**config.mk**
```make
export PLATFORM = sky130hd
export DESIGN_NAME = tcm_prog_loader
export DESIGN_NICKNAME = d
export VERILOG_FILES = /design/src/rtl/tcm_prog_loader.sv
export SDC_FILE = /design/constraint.sdc
export NUM_CORES = 1
export LEC_CHECK = 0
export CORE_MARGIN = 2
export CORE_UTILIZATION = 45
export DETAILED_ROUTE_END_ITERATION = 8
export PLACE_DENSITY = 0.85
export SLEW_MARGIN = 20
export SYNTH_ARGS = -nofsm -noshare
export SYNTH_HDL_FRONTEND = slang
export SYNTH_SLANG_ARGS = --single-unit
```
**constraint.sdc**
```tcl
create_clock -name clk_i -period 2.19 [get_ports clk_i]
set_input_delay 0.438 -clock clk_i [delete_from_list [all_inputs] [get_ports clk_i]]
set_output_delay 0.438 -clock clk_i [all_outputs]
set_load 0.01 [all_outputs]
```
**src/rtl/tcm_prog_loader.sv**
```systemverilog
// rtl/tcm_prog_loader.sv - streams a program into TCM, pulses CPU reset, then watches the PC for the end address.
// Optional build macro TCM_LOADER_CHECKSUM_EN adds a running sum of the loaded words on checksum_o.
module tcm_prog_loader #(
  parameter logic [31:0] ADDR_BASE    = 32'h0000_0000,
  parameter int          DEPTH_W      = 16,
  parameter int          RST_CYCLES   = 1,
  parameter int          DRAIN_CYCLES = 50,
  parameter int          MAX_CYCLES   = 40000,
  parameter int          CYC_W        = 32
) (
  input  logic               clk_i,
  input  logic               rst_i,
  input  logic               start_i,
  input  logic [DEPTH_W-1:0] load_len_i,
  input  logic [31:0]        end_pc_i,
  input  logic               s_valid_i,
  input  logic [31:0]        s_data_i,
  output logic               s_ready_o,
  output logic [3:0]         tb_inst_we_o,
  output logic [31:0]        tb_inst_addr_o,
  output logic [31:0]        tb_inst_data_o,
  output logic               rst_cpu_o,
  input  logic [31:0]        pc_i,
  output logic               busy_o,
  output logic               done_o,
  output logic               timeout_o,
  output logic [CYC_W-1:0]   cycles_o,
  output logic [31:0]        checksum_o
);

  typedef enum logic [2:0] {S_IDLE, S_LOAD, S_CRST, S_RUN, S_DRAIN, S_DONE} state_t;

  state_t             state;
  logic [DEPTH_W-1:0] len_q;
  logic [DEPTH_W-1:0] idx;
  logic [31:0]        end_pc_q;
  logic [31:0]        rst_cnt;
  logic [31:0]        drain_cnt;
  logic [DEPTH_W:0]   idx_nxt;
  logic               last_word;

  // One bit wider so the last-word compare cannot alias on a full-depth load.
  assign idx_nxt   = {1'b0, idx} + (DEPTH_W+1)'(1);
  assign last_word = (idx_nxt == {1'b0, len_q});

  always_ff @(posedge clk_i) begin
    if (rst_i) begin
      state          <= S_IDLE;
      len_q          <= '0;
      idx            <= '0;
      end_pc_q       <= '0;
      rst_cnt        <= '0;
      drain_cnt      <= '0;
      s_ready_o      <= 1'b0;
      tb_inst_we_o   <= 4'h0;
      tb_inst_addr_o <= '0;
      tb_inst_data_o <= '0;
      rst_cpu_o      <= 1'b1;
      busy_o         <= 1'b0;
      done_o         <= 1'b0;
      timeout_o      <= 1'b0;
      cycles_o       <= '0;
`ifdef TCM_LOADER_CHECKSUM_EN
      checksum_o     <= '0;
`endif
    end else begin
      tb_inst_we_o <= 4'h0;
      case (state)
        S_IDLE, S_DONE: begin
          if (start_i) begin
            len_q     <= load_len_i;
            end_pc_q  <= end_pc_i;
            idx       <= '0;
            rst_cnt   <= '0;
            cycles_o  <= '0;
            timeout_o <= 1'b0;
            done_o    <= 1'b0;
            busy_o    <= 1'b1;
            rst_cpu_o <= 1'b1;
`ifdef TCM_LOADER_CHECKSUM_EN
            checksum_o <= '0;
`endif
            if (load_len_i != '0) begin
              state     <= S_LOAD;
              s_ready_o <= 1'b1;
            end else begin
              state <= S_CRST;
            end
          end
        end
        S_LOAD: begin
          if (s_valid_i && s_ready_o) begin
            tb_inst_we_o   <= 4'hf;
            tb_inst_addr_o <= ADDR_BASE + (32'(idx) << 2);
            tb_inst_data_o <= s_data_i;
            idx            <= idx_nxt[DEPTH_W-1:0];
`ifdef TCM_LOADER_CHECKSUM_EN
            checksum_o     <= checksum_o + s_data_i;
`endif
            if (last_word) begin
              state     <= S_CRST;
              s_ready_o <= 1'b0;
            end
          end
        end
        S_CRST: begin
          if (rst_cnt == 32'(RST_CYCLES - 1)) begin
            state     <= S_RUN;
            rst_cpu_o <= 1'b0;
          end else begin
            rst_cnt <= rst_cnt + 32'd1;
          end
        end
        S_RUN: begin
          // A PC match takes priority over the cycle limit in the same cycle.
          if (pc_i == end_pc_q) begin
            cycles_o  <= cycles_o + CYC_W'(1);
            drain_cnt <= '0;
            if (DRAIN_CYCLES == 0) begin
              state  <= S_DONE;
              done_o <= 1'b1;
              busy_o <= 1'b0;
            end else begin
              state <= S_DRAIN;
            end
          end else if (cycles_o == CYC_W'(MAX_CYCLES - 1)) begin
            state     <= S_DONE;
            done_o    <= 1'b1;
            busy_o    <= 1'b0;
            timeout_o <= 1'b1;
          end else begin
            cycles_o <= cycles_o + CYC_W'(1);
          end
        end
        S_DRAIN: begin
          cycles_o <= cycles_o + CYC_W'(1);
          if (drain_cnt == 32'(DRAIN_CYCLES - 1)) begin
            state  <= S_DONE;
            done_o <= 1'b1;
            busy_o <= 1'b0;
          end else begin
            drain_cnt <= drain_cnt + 32'd1;
          end
        end
        default: state <= S_IDLE;
      endcase
    end
  end

`ifndef TCM_LOADER_CHECKSUM_EN
  assign checksum_o = '0;
`endif

endmodule

```
==> flow_metrics.env <==
export IMPL_status="finished with violations"
export IMPL_violations="negative setup slack"
export IMPL_die_x_um=157.0
export IMPL_avgSynthCellArea_sq_um=7.942
export IMPL_remaining_drc_errors=0
export IMPL_drt_vias_per_instance=5.438
export IMPL_post_place_cells=1889
export IMPL_final_seq_area_sq_mm=0.004368
export IMPL_hold_violations=0
export IMPL_final_layout_size_suffix_gt1_share_pct=16.56
export IMPL_ys_seq_area_share_pct=41.22
export IMPL_worst_setup_path_start_kind="primary input"
export IMPL_die_h_um=157.0
export IMPL_tightest_slew_ns=0.6293
export IMPL_finalWorstSetupSlack_ns=-0.1877
export IMPL_rows=55
export IMPL_yosysMostFrequentCell="nand2_1"
export IMPL_tritoncts="yes"
export IMPL_synth_ff_type="dfxtp_1"
export IMPL_leakage_nw=5.406
export IMPL_setup_viol=36
export IMPL_clk_pin_slew_ns=0.06
export IMPL_root_buffer="clkbuf_16"
export IMPL_multi_input_area_sq_mm=0.005986
export IMPL_timing_max_cap_violations=0
export IMPL_io_pins=253
export IMPL_crit_type="in -> reg"
export IMPL_final_period_utilization_pct=108.6
export IMPL_end_kind="flop"
export IMPL_dp_hpwl_mm=20.92
export IMPL_synth_async_reset_ratio_pct=0
export IMPL_slew_viol_final=0
export IMPL_ys_top_cells_by_count="nand2_1, dfxtp_1, a21oi_1, nor2_1, xor2_1"
export IMPL_initial_core_util_pct=46.13
export IMPL_yosysTopAreaCell="dfxtp_1"
export IMPL_hold_path_class="in -> reg"
export IMPL_core_sq_mm=0.02285
export IMPL_stdcell_count=1937
export IMPL_cts_made_buffers=23
export IMPL_detail_route_wl_per_cell_um=15.85
export IMPL_synth_area_sq_mm=0.01054
export IMPL_postSynthCellCount=1327
export IMPL_area_delta_synth_final_pct=39.00
export IMPL_yosysUniqueCellTypes=69
export IMPL_fmax_mhz=420.6
export IMPL_drtAntennaViolNets=0
export IMPL_diodes=0
export IMPL_cts_max_level=1
export IMPL_grt_max_degree=124
export IMPL_grt_pass1_vias=9966
export IMPL_power_density_mw_per_mm2=670.6
export IMPL_antenna_found_initial=0
export IMPL_layout_nets=1737
export IMPL_layout_min_cycle_time_ns=2.378
export IMPL_num_vias=10530
export IMPL_cp_arrival_ns=2.78
export IMPL_io_buffers=204
export IMPL_ir_drop_mv=0.6270
export IMPL_cts_sinks=217
export IMPL_overflow=0
export IMPL_place_congestion=0.9059
export IMPL_clkLatencyLatePin_ns=0.51
export IMPL_grt_usage_pct=23.33
export IMPL_fin_skew_ns=0.01391
export IMPL_synth_area_leaders="dfxtp_1, nand2_1, a21oi_1"
export IMPL_cp_required_ns=2.60
export IMPL_drt_total_wl_mm=30.70
export IMPL_synth_edf_count=0
export IMPL_rsz0062_at_grt="true"
export IMPL_grt_pass1_wl_mm=47.80
export IMPL_post_place_ws_ns=-0.7305
export IMPL_dieArea_sq_mm=0.02466
export IMPL_slew_headroom_pct=58.05
export IMPL_drtPass1Iterations=5
export IMPL_yosysTopAreaCellShare_pct=41.22
export IMPL_drt_initial_drc_count=838
export IMPL_path_max_fanout=7
export IMPL_n_fill_cell=1827
export IMPL_ys_seq_elements=217
export IMPL_clk_path_buf_depth=3
export IMPL_yosysWarnings=0
## cells by family (layout without fill, tap and decap cells)
logic type / after synthesis / in the layout / share of synthesized area (%)
AO/OA/AOI/OAI: 228 / 228 / 12.44
XOR/XNOR: 126 / 126 / 10.47
adder cells (fa/ha/maj): 6 / 6 / 0.7123
buffers and inverters: 144 / 394 / 7.242
flip-flops: 217 / 217 / 41.22
multiplexers: 5 / 5 / 0.4868
other: 1 / 48 / 0.03558
AND/OR/NAND/NOR: 600 / 600 / 27.39
## report_power, final
| group | switching, W | internal, W | leakage, nW |
|---|---|---|---|
| Clock | 0.00154 | 0.00205 | 0.326 |
| Combinational | 0.00108 | 0.000851 | 3.32 |
| Sequential | 0.000159 | 0.00414 | 1.76 |
| Total | 0.00278 | 0.00704 | 5.41 |
## per-layer routing
metal / global-route usage, % / wire length (um) / vias to the layer above
li1: - / - / 5037
met1: 28.27 / 12090 / 5017
met2: 41.27 / 15490 / 413
met3: 5.149 / 2373 / 66
met4: 7.186 / 742 / 0
met5: 0 / 0 / -
## placed cells by master (no fill, tap or decap), types with 18 or more instances in the layout
| cell type | n |
|---|---|
| xor2_1 | 81 |
| dfxtp_1 | 204 |
| nor3_1 | 18 |
| clkbuf_16 | 23 |
| xnor2_1 | 41 |
| o21ai_0 | 27 |
| conb_1 | 48 |
| nand3_1 | 48 |
| a21oi_1 | 131 |
| inv_1 | 20 |
| nand2_1 | 236 |
| buf_4 | 124 |
| nor2_1 | 111 |
| clkdlybuf4s50_1 | 201 |
| nor4_1 | 26 |
| nand4_1 | 39 |
## final cells by class
class | instances | area share (%)
clock buffers | 29 | 4.151
clock inverters | 5 | 0.3416
inverters | 20 | 0.5125
multi-input cells | 1013 | 40.86
flip-flops and latches | 217 | 29.82
well taps | 313 | 2.673
repair buffers | 340 | 21.64
## stage by stage
step | utilization (%) | TNS, ns | cell area (sq um) | total power (W) | hold slack (ns)
2_1_floorplan | - | -0.2159 | 10750 | 0.005394 | 0.4467
3_3_place_gp | 59.03 | -33.40 | 13490 | 0.006122 | 0.4367
3_5_place_dp | 59.03 | -37.41 | 13490 | 0.006178 | 0.4455
4_1_cts | 62.63 | -1.657 | 14310 | 0.009780 | 0.4214
5_1_grt | 64.12 | -7.032 | 14650 | 0.01021 | 0.4633
6_report | 64.12 | -3.477 | 14650 | 0.009824 | 0.4407
## worst max-delay path, cell delays in order
cell	delay [ns]
clkdlybuf4s50_1	0.42
xor2_1	0.15
nor4_2	0.37
nand4_1	0.31
or4b_4	0.65
a21oi_2	0.23
xnor2_2	0.15
nor2_1	0.05
## sequential cells by signal (all words and copies together), names as in the netlist, 3 cells and up
name	flops
cycles_o	32
drain_cnt	32
rst_cnt	32
len_q	16
idx	16
tb_inst_addr_o	16
tb_inst_data_o	32
end_pc_q	32
state	3
## final timing paths
check                          start                 end  slack (ns)  cells past startpoint
setup / recovery            pc_i[17]       drain_cnt[19]       -0.19                      8
setup reg to reg        end_pc_q[24]       drain_cnt[19]       -0.18                      7
hold reg to reg   tb_inst_data_o[13]  tb_inst_data_o[13]        0.45                      2
hold / removal                 rst_i            state[0]        0.44                      4
## what timing repair did
item                                    CTS  global route
endpoints found under the setup margin   41            71
pin swaps                                21            42
gates resized for setup                  37            69
hold buffers                              0             0
setup buffers                             5            11
(Power assumes the default switching activity.)
